`config.mk`:
```
export PLATFORM = sky130hd
export DESIGN_NAME = normalizer_stream_arbiter
export DESIGN_NICKNAME = d
export VERILOG_FILES = /design/src/rtl/normalizer_stream_arbiter.sv
export SDC_FILE = /design/constraint.sdc
export NUM_CORES = 1
export LEC_CHECK = 0
export CELL_PAD_IN_SITES_DETAIL_PLACEMENT = 1
export CELL_PAD_IN_SITES_GLOBAL_PLACEMENT = 2
export CORE_ASPECT_RATIO = 1.75
export CORE_MARGIN = 8
export CORE_UTILIZATION = 17
export CTS_CLUSTER_SIZE = 24
export DETAILED_ROUTE_END_ITERATION = 16
export PLACE_DENSITY_LB_ADDON = 0.1
export SLEW_MARGIN = 5
export SYNTH_ARGS = -nofsm -noshare
export SYNTH_HDL_FRONTEND = slang
export SYNTH_SLANG_ARGS = --single-unit
```
`constraint.sdc`:
```
create_clock -name clk -period 6.5 [get_ports clk]
set_clock_uncertainty 0.05 [all_clocks]
set_input_delay 1.95 -clock clk [delete_from_list [all_inputs] [get_ports clk]]
set_output_delay 1.95 -clock clk [all_outputs]
set_load 0.02 [all_outputs]
```
`src/rtl/normalizer_stream_arbiter.sv`:
```
// Round-robin arbiter that locks onto one input stream until its last beat and
// forwards the granted beats through a single output register stage.
module normalizer_stream_arbiter #(
   parameter int unsigned NUM_REQUESTERS = 4,
   parameter int unsigned NUM_ELEMENTS   = 8,
   parameter int unsigned ID_W           = (NUM_REQUESTERS > 1) ? $clog2(NUM_REQUESTERS) : 1
) (
   input  logic                                     clk,
   input  logic                                     rst,
   input  logic [NUM_REQUESTERS-1:0]                in_valid,
   output logic [NUM_REQUESTERS-1:0]                in_ready,
   input  logic [NUM_REQUESTERS*NUM_ELEMENTS*8-1:0] in_data,
   input  logic [NUM_REQUESTERS*NUM_ELEMENTS-1:0]   in_keep,
   input  logic [NUM_REQUESTERS-1:0]                in_last,
   output logic                                     out_valid,
   input  logic                                     out_ready,
   output logic [NUM_ELEMENTS*8-1:0]                out_data,
   output logic [NUM_ELEMENTS-1:0]                  out_keep,
   output logic                                     out_last,
   output logic [ID_W-1:0]                          out_id
);
   localparam int unsigned DW = NUM_ELEMENTS * 8;

   typedef enum logic [0:0] {StIdle, StLocked} state_e;

   state_e                  state_q, state_d;
   logic [ID_W-1:0]         grant_q, grant_d;
   logic [ID_W-1:0]         ptr_q, ptr_d;
   logic                    out_valid_q, out_last_q;
   logic [DW-1:0]           out_data_q;
   logic [NUM_ELEMENTS-1:0] out_keep_q;
   logic [ID_W-1:0]         out_id_q;

   logic                    can_load, accept;
   logic                    found_hi, found_lo;
   logic [ID_W-1:0]         win_hi, win_lo, win, sel;
   logic                    sel_valid, sel_last;
   logic [DW-1:0]           sel_data;
   logic [NUM_ELEMENTS-1:0] sel_keep;

   function automatic logic [ID_W-1:0] wrap_inc(logic [ID_W-1:0] x);
      return ID_W'((32'(x) + 32'd1) % NUM_REQUESTERS);
   endfunction

   assign can_load = !out_valid_q || out_ready;

   // Rotating priority: lowest valid index at or above the pointer, else lowest overall.
   always_comb begin
      found_hi = 1'b0;
      found_lo = 1'b0;
      win_hi   = '0;
      win_lo   = '0;
      for (int r = 0; r < NUM_REQUESTERS; r++) begin
         if (in_valid[r]) begin
            if (!found_lo) begin
               win_lo   = ID_W'(r);
               found_lo = 1'b1;
            end
            if (!found_hi && (ID_W'(r) >= ptr_q)) begin
               win_hi   = ID_W'(r);
               found_hi = 1'b1;
            end
         end
      end
      win = found_hi ? win_hi : win_lo;
   end

   always_comb begin
      sel       = (state_q == StLocked) ? grant_q : win;
      sel_valid = 1'b0;
      sel_last  = 1'b0;
      sel_data  = '0;
      sel_keep  = '0;
      in_ready  = '0;
      for (int r = 0; r < NUM_REQUESTERS; r++) begin
         if (ID_W'(r) == sel) begin
            sel_valid = in_valid[r];
            sel_last  = in_last[r];
            sel_data  = in_data[r*DW +: DW];
            sel_keep  = in_keep[r*NUM_ELEMENTS +: NUM_ELEMENTS];
            in_ready[r] = !rst && can_load && ((state_q == StLocked) || found_lo);
         end
      end
      accept = !rst && sel_valid && can_load;
   end

   always_comb begin
      state_d = state_q;
      grant_d = grant_q;
      ptr_d   = ptr_q;
      if (accept) begin
         if (sel_last) begin
            state_d = StIdle;
            ptr_d   = wrap_inc(sel);
         end else begin
            state_d = StLocked;
            grant_d = sel;
         end
      end
   end

   always_ff @(posedge clk) begin
      if (rst) begin
         state_q     <= StIdle;
         grant_q     <= '0;
         ptr_q       <= '0;
         out_valid_q <= 1'b0;
         out_last_q  <= 1'b0;
         out_data_q  <= '0;
         out_keep_q  <= '0;
         out_id_q    <= '0;
      end else begin
         state_q <= state_d;
         grant_q <= grant_d;
         ptr_q   <= ptr_d;
         if (accept) begin
            out_valid_q <= 1'b1;
            out_last_q  <= sel_last;
            out_data_q  <= sel_data;
            out_keep_q  <= sel_keep;
            out_id_q    <= sel;
         end else if (out_ready) begin
            out_valid_q <= 1'b0;
         end
      end
   end

   // Outputs read as idle for the whole reset cycle, not only after the edge.
   assign out_valid = out_valid_q && !rst;
   assign out_last  = out_last_q && !rst;
   assign out_keep  = rst ? '0 : out_keep_q;
   assign out_id    = rst ? '0 : out_id_q;
   assign out_data  = out_data_q;

endmodule

```
==> results_dict.tcl <==
set metrics [dict create \
    ys_top_cells_by_area "dfxtp_1, nor3_1, a221oi_1, a211oi_1, nor2b_1" \
    cts.clk_slew.worst_paths_ns 0.06 \
    power_per_cell_area_mw_per_mm2 331 \
    arrival_ns 4.25 \
    endpoint "in_ready[2]" \
    setup_viol 0 \
    p_leak_uw 0.00316 \
    die-area_mm2 0.0356 \
    dpl_worst_slack_ns 0.240 \
    row_count 83 \
    wl_mm 29.7 \
    maxSlewViolCount 0 \
    crit_start "in_valid[0]" \
    io_pins 379 \
    dieHeight_um 244 \
    drtIter0Drc 120 \
    relSlewSlack_pct 43.6 \
    grt_pass1_vias 7091 \
    via_per_inst 4.63 \
    yosysTopAreaCell "dfxtp_1" \
    tightest_slew_ns 0.847 \
    ys_async_sr_fraction_pct 0 \
    r2r_end "ptr_q[1]" \
    post-cts-setup-buffers 0 \
    h-tree-depth 3 \
    r2r_slack_ns 2.79 \
    antenna_found_initial 1 \
    rsz0062_at_grt "false" \
    fin_util_pct 32.6 \
    io_buffers 378 \
    end_kind "primary output" \
    synth_cell_types 34 \
    holdWs_ns 0.428 \
    cts-root-buf "clkbuf_16" \
    path_buf_inv 3 \
    postLayoutSetupSlackWorst_ns 0.249 \
    syn_to_final_growth_pct 89.8 \
    crit_path_frequent_cell "clkdlybuf4s50_1" \
    synth_top_area_share_pct 32.2 \
    tns_ns 0 \
    ir_drop_mv 0.144 \
    wl_per_cell_um 21.4 \
    period_share_pct 96.2 \
    ys_dominant_reg_cell "dfxtp_1" \
    numCtsBuffers 9 \
    vias 6417 \
    use_met2_pct 30.8 \
    critical_path_class "in2out" \
    final_nets 1302 \
    core_mm2 0.0293 \
    grt_pass1_wl_mm 44.7 \
    initial_core_util_pct 17.2 \
    dr.pass1.iters 4 \
    clock-sinks 81 \
    grt_util_met3_pct 5.68 \
    worst-r2r-cell-count 12 \
    cts_hold_buf 0 \
    maxCapViolCount 0 \
    crit_family "buffers and inverters" \
    crit_slowest_cell "clkdlybuf4s50_1" \
    seq_area_frac_synth_pct 32.2 \
    avgSynthCellArea_um2 7.55 \
    die_w_um 146 \
    synth_fp_nets 970 \
    status "finished clean" \
    yosys-top-cells-count "nor3_1, nor2b_1, dfxtp_1, nor2_1" \
    final_hold_viol_count 0 \
    r2r_start "ptr_q[1]" \
    use_met1_pct 16.1 \
    cts_tree "done" \
    gp_congestion 0.726 \
    yosys_warnings 0 \
    worstHoldStart "grant_q[1]" \
    clock.fmax_mhz 160 \
    drc 0 \
    grt_max_degree 149 \
    hold_path_class "reg2reg" \
    path_cells "clkdlybuf4s50_1 > a21o_1 > a21oi_1 > o22ai_1 > o21ai_0 > buf_4 > ha_4 > and2_1 > clkdlybuf4s50_1" \
    cp_slowest_stage_delay_ns 0.62 \
    syn_inst 667 \
    drive_gt1_share_pct 4.39 \
    critPathMaxFanout 6 \
    synth-seq-cells 81 \
    ctsResizeCount 0 \
    place_hpwl_mm 22.7 \
    track_usage_pct 16.4 \
    fin_crit_ns 6.25 \
    clock_path_buffers 2 \
    busiest_layer "met2" \
    cp.depth 9 \
    layout.cells.non_filler 1386 \
    clkLatencyLatePin_ns 0.36 \
    dp.cells 1370 \
    start_kind "input pin" \
    drtAntennaViolNets 0 \
    yosysMostFrequentCell "nor3_1" \
    overflow 0 \
    cp.required_ns 4.50 \
    synth_area_mm2 0.00504 \
    synth_edf_count 0 \
]
[cells in the final DEF (no fill, tap or decap), types with 3 or more instances in the layout]
| cell type | count |
|---|---|
| clkdlybuf4s50_1 | 377 |
| nor3_1 | 142 |
| nor2b_1 | 85 |
| dfxtp_1 | 81 |
| nor2_1 | 74 |
| a221oi_1 | 72 |
| a211oi_1 | 72 |
| buf_4 | 15 |
| a21oi_1 | 13 |
| clkbuf_16 | 9 |
| nand2_1 | 8 |
| inv_1 | 7 |
| and2_1 | 5 |
| buf_12 | 5 |
| o21ai_0 | 4 |
| nand2b_1 | 3 |
| ha_4 | 3 |
[logic make-up (layout without fill, tap and decap cells)]
family | Yosys count | in the layout | share of synthesized area (%)
and+or+nand+nor | 324 | 324 | 32.8
adders and majority gates | 4 | 4 | 0.994
DFF | 81 | 81 | 32.2
muxes | 2 | 2 | 0.422
buffers and inverters | 83 | 419 | 6.56
AOI/OAI and AO/OA | 173 | 173 | 27.0
other | 0 | 1 | 0
[worst min path at each step]
stage | depth (start not counted) | slack (ns) | endpoint
floorplan | 2 | 0.38 | out_id_q[0]
detailed placement | 2 | 0.42 | grant_q[1]
finish | 2 | 0.43 | grant_q[1]
global placement | 2 | 0.41 | grant_q[1]
CTS | 2 | 0.43 | grant_q[1]
global route | 2 | 0.45 | out_data[40]
[routing by layer]
layer	vias to the layer above	share of wire, %
met5	-	0
met4	0	2.3
met3	28	7.2
met2	249	53
met1	2984	37
li1	3156	-
[state kept, by name, summed over array words and instances, names as in the netlist]
register,cells
out_data,64
out_last_q,1
out_keep_q,8
out_id_q,2
state_q,1
out_valid_q,1
ptr_q,2
grant_q,2
[tightest hold or removal path: stages (launching register included)]
cell and delay (ns):
dfxtp_1 0.31, o31ai_1 0.06, a21oi_1 0.06
[final cells by class]
class	count	area, um^2
Antenna cell	1	2.50
Fill cell	3480	19700
Clock buffer	12	256
Tap cell	382	478
Inverter	7	26.3
Clock inverter	3	40.0
Sequential cell	81	1620
Timing Repair Buffer	397	3990
Multi-Input combinational cell	503	3150
[power breakdown]
part           switching, uW  internal [uW]  total (uW)
Sequential              76.9            643         720
Combinational           1040            864        1900
Clock                    222            316         537
[metrics by stage]
step           instance area, um^2  total power (uW)
2_1_floorplan                 5040              1810
3_3_place_gp                  9260              2680
3_5_place_dp                  9260              2690
4_1_cts                       9560              3260
5_1_grt                       9560              3420
6_report                      9560              3160
Note: power is estimated with default switching activity, not from simulation.
==> variant 1: new RTL, config.mk and constraints unchanged <==
`NUM_ELEMENTS`: 8 -> 10.
--- a/src/rtl/normalizer_stream_arbiter.sv
+++ b/src/rtl/normalizer_stream_arbiter.sv
@@ -3,5 +3,5 @@
 module normalizer_stream_arbiter #(
    parameter int unsigned NUM_REQUESTERS = 4,
-   parameter int unsigned NUM_ELEMENTS   = 8,
+   parameter int unsigned NUM_ELEMENTS   = 10,
    parameter int unsigned ID_W           = (NUM_REQUESTERS > 1) ? $clog2(NUM_REQUESTERS) : 1
 ) (
Interface: changed (resized in_data, in_keep, out_data and out_keep); port bits go from 379 to 469. No check against the original RTL was run, so the function may have changed too.
==> variant 1 against the original RTL <==
Cell area grew 22%. Largest cell class unchanged. Sequential share of layout area grew 0.098 points. Combinational power grew 23%. Critical path type unchanged. Hold slack lost 18 ps. Die area grew 20%. Sequential cell count grew 18. Largest power group unchanged. Routed wire length grew 29%. Power grew 21%. Synthesized cell count grew 22%. Highest routed layer is now met5. Worst setup slack lost 47 ps. Synthesized area grew 22%.
==> variant 1: results (changes against the original RTL) <==
[outcome]
outcome=finished, final reports clean

[min_path]
holdCritStartpoint=out_id_q[0]
hold_end=out_id_q[0]

[yosys]
synth.distinct_cells=35  ; +2.9%
synth.area.top_cells=dfxtp_1 (32%), nor3_1 (15%), a221oi_1 (13%)
synth_cells=813  ; +22%
netlist_top_cells_count=nor3_1 (178), nor2b_1 (106), dfxtp_1 (99)
synth_fp_nets=1188  ; +22%

[setup_path]
slowest_delay_ps=560  ; -60 ps
crit_arrival_ps=4300  ; +50 ps
rrSetupSlack_ps=2590  ; -200 ps

[global_routing]
grt_start_max_net_pins=186  ; +25%
antenna_found_initial=9  ; +8
track_usage_pct=17.3  ; +0.97 points
grt_pass1_vias=8517  ; +20%
grt_first_pass_wirelength_um=55700  ; +25%

[detailed_routing]
wl_per_cell_um=22.5  ; +5.3%
drt_iter0_drc=269  ; +120%
vias=7903  ; +23%

[place]
port_buffers=468  ; +24%
gp_congestion=0.772  ; +6.2%
post-place-ws_ps=180  ; -59.9 ps
hpwl_um=29200  ; +29%

[cells_and_area]
fill_cells=4241  ; +22%
drive_above_1_share_pct=3.69  ; -0.70 points
largest_reg_flops=80  ; +25%
nNetsFinal=1591  ; +22%
fin_cells=1700  ; +23%

[power_and_ir_drop]
power_leakage_nw=3.81  ; +20%

[sta]
slew_headroom_pct=21.6  ; -22 points
whs_ps=410  ; -18.1 ps

-- variant 1: cell types whose count changed after synthesis --
cell	delta
dfxtp_1	+18
a221oi_1	+18
nor2_1	+18
nor2b_1	+20
buf_4	+1
buf_1	-3
a211oi_1	+18
clkbuf_1	+18
nor3_1	+36
buf_2	+2
-- variant 1: power by group --
group	internal, mW	switching (mW)	leakage (nW)	total, mW
registers	0.786	0.0886	0.813	0.875
clock network	0.337	0.271	0.156	0.608
logic	1.04	1.29	2.84	2.33
-- variant 1: per-layer routing --
layer | share of wire [%] | wire length, um | GRT usage, % | vias to the layer above
met5 | 0.026 | 10 | 0 | -
li1 | - | - | - | 3864
met4 | 3.0 | 1150 | 8.63 | 2
met3 | 5.6 | 2140 | 4.51 | 38
met2 | 55 | 21200 | 32.7 | 253
met1 | 36 | 13800 | 17.3 | 3746
-- variant 1: critical path, delay by kind of cell --
family,cells,cell delay [ps]
compound gates,4,680
fa+ha+maj,1,190
buf+inv,4,1340
simple gates,1,140
-- variant 1: layout make-up --
cell class              count  area, sq um  share of cell area, %
inverters                   7         26.3                  0.226
multi-input cells         613         3810                   32.8
flip-flops and latches     99         1980                   17.1
diodes                      9         22.5                  0.194
well taps                 470          588                   5.06
clock inverters             7         91.3                  0.786
repair buffers            486         4870                   41.9
clock buffers               9          225                   1.94
-- variant 1: worst max-delay path by stage --
stage | slack [ps] | cells past startpoint | end | start
4_1_cts | 170 | 10 | in_ready[0] | in_valid[0]
2_1_floorplan | 560 | 9 | in_ready[3] | in_valid[0]
5_1_grt | 20 | 10 | in_ready[0] | in_valid[0]
3_3_place_gp | 170 | 10 | in_ready[0] | in_valid[0]
6_report | 200 | 10 | in_ready[0] | in_valid[0]
3_5_place_dp | 180 | 10 | in_ready[0] | in_valid[0]
==> variant 2: new RTL, same flow settings <==
Without the edit above. Reset style: asynchronous (`rst`), changed in one clocked block.
--- a/src/rtl/normalizer_stream_arbiter.sv
+++ b/src/rtl/normalizer_stream_arbiter.sv
@@ -100,5 +100,5 @@
    end
 
-   always_ff @(posedge clk) begin
+   always_ff @(posedge clk or posedge rst) begin
       if (rst) begin
          state_q     <= StIdle;
Formal check against the unedited RTL: differs if rst is asserted again (counterexample within 4 cycles, from zero or initial values and one cycle with rst high); with rst held inactive, the same outputs for 4 cycles.
==> variant 2 against the original RTL <==
Routed wire length down 0.59%. Largest power group unchanged. Register-to-register slack about the same. Highest routed layer unchanged. Via count down 3.3%. Synthesized area up 2.6%. Worst setup slack worse by 81 ps. Power up 54%. Sequential cell count unchanged. Cell area up 0.73%. Synthesized cell count down 3.0%. Cell count down 0.65%.
==> variant 2: results (changes against the original RTL) <==
[power_and_ir_drop]
p_int_mw=2.52  ; +38%
ir_drop_mv=0.398  ; +180%
power_leakage_nw=3.49  ; +11%

[yosys]
synth_ff_type=dfrtp_1
synth.distinct_cells=31  ; -8.8%
netlist_top_cells_count=a21oi_1 (152), nor2b_1 (86), dfrtp_1 (81)
async_reset_ff_share_pct=100  ; +100 points
yosys_warnings=0  ; unchanged
ys_seq_area_share_pct=39.2  ; +7.0 points
synth.area.top_cells=dfrtp_1 (39%), a21oi_1 (15%), a221oi_1 (12%)
synth_fp_nets=950  ; -2.1%

[clock_network]
clk_pin_slew_worst_paths_ps=60  ; about the same
numCtsBuffers=9  ; unchanged
cts-root-buf=clkbuf_16
h-tree-depth=3  ; unchanged
cts_setup_buffers=0  ; unchanged
clk-insertion-delay-late_ps=350
ctsResizeCount=0  ; unchanged
cts_max_path_buffers=2  ; unchanged

[detailed_routing]
drt-total-wl_um=29500  ; -0.59%
dr.pass1.iters=4  ; unchanged
vias=6205  ; -3.3%
drt_iter0_drc=136  ; +13%

[setup_path]
slowest_delay_ps=550  ; -70 ps
cp_top_family=buffers and inverters
crit_slowest_cell=clkdlybuf4s50_1
critPathMaxFanout=4  ; -2

[sta]
worst_pin_slew_ps=978  ; +132 ps

[place]
hpwl_um=22800  ; +0.58%
placed_area_sq_um=9360  ; +1.1%
port_buffers=378  ; unchanged
gp_congestion=0.734  ; +1.1%

[global_routing]
grt_pass1_vias=6666  ; -6.0%
grt_first_pass_wirelength_um=43100  ; -3.5%
grt_start_max_net_pins=80  ; -46%
antenna_found_initial=2  ; +1
track_usage_pct=15.8  ; -0.52 points

[cells_and_area]
nNetsFinal=1287  ; -1.2%
largest_reg_flops=64  ; unchanged
drive_above_1_share_pct=3.64  ; -0.74 points

[min_path]
worstHoldPathType=flip-flop to flip-flop

[outcome]
outcome=finished, final reports clean

==> variant 2: cell count changes after synthesis, moves of 8 or more <==
cell | unedited run | this run
clkbuf_1 | 57 | 49
a211oi_1 | 72 | 1
dfxtp_1 | 81 | 0
nor3_1 | 142 | 72
a21oi_1 | 13 | 152
dfrtp_1 | 0 | 81
==> variant 2: cells by family after synthesis <==
logic type / count (synthesis) / synth area share [%]
compound gates: 239 / 29.0
fa+ha+maj: 4 / 0.969
buf+inv: 75 / 5.93
flops: 81 / 39.2
mux: 4 / 0.872
simple gates: 244 / 24.0
==> variant 2: power by group through the flow <==
stage | Sequential (mW) | Combinational (mW) | Clock [mW]
after CTS | 0.920 | 3.58 | 0.515
final | 0.915 | 3.46 | 0.481
after global routing | 0.952 | 3.85 | 0.530
after global placement | 0.916 | 3.55 | 0
after floorplan | 1.16 | 1.89 | 0
after detailed placement | 0.925 | 3.57 | 0
==> variant 2: final timing paths <==
kind | from | end | slack (ps) | cells past startpoint
setup / recovery | in_valid[0] | in_ready[1] | 170 | 9
hold / removal | out_id_q[1] | out_id_q[1] | 430 | 1
setup reg to reg | ptr_q[0] | out_data[14] | 2800 | 12
hold reg to reg | out_id_q[1] | out_id_q[1] | 430 | 1
max in group asynchronous | rst | out_keep_q[4] | 3200 | 4
min in group asynchronous | rst | out_data[4] | 2240 | 3
==> variant 2: final cells by class <==
class / instances / area, sq um
repair buffers: 392 / 3930
clock inverters: 3 / 17.5
fillers: 3534 / 20300
flip-flops and latches: 81 / 2030
inverters: 9 / 36.3
diodes: 2 / 5.00
clock buffers: 12 / 246
multi-input cells: 491 / 2890
well taps: 387 / 484
==> variant 2: layer usage <==
layer	up-vias	global-route usage, %	share of wire (%)
li1	3040	-	-
met1	2938	15.8	35
met5	-	0	0
met4	0	6.39	2.2
met3	25	4.34	6.5
met2	202	30.1	56
==> variant 2: through the flow <==
step                setup slack, ps  hold WS [ps]  power [mW]  util (%)  instances
finish                          168           434        4.86      32.1       1377
global route                   22.6           465        5.33      32.1       1377
CTS                             144           435        5.02      32.1       1375
detailed placement              141           421        4.50      31.2       1360
global placement                136           420        4.47      31.2       1360
floorplan                       465           400        3.05         -        647
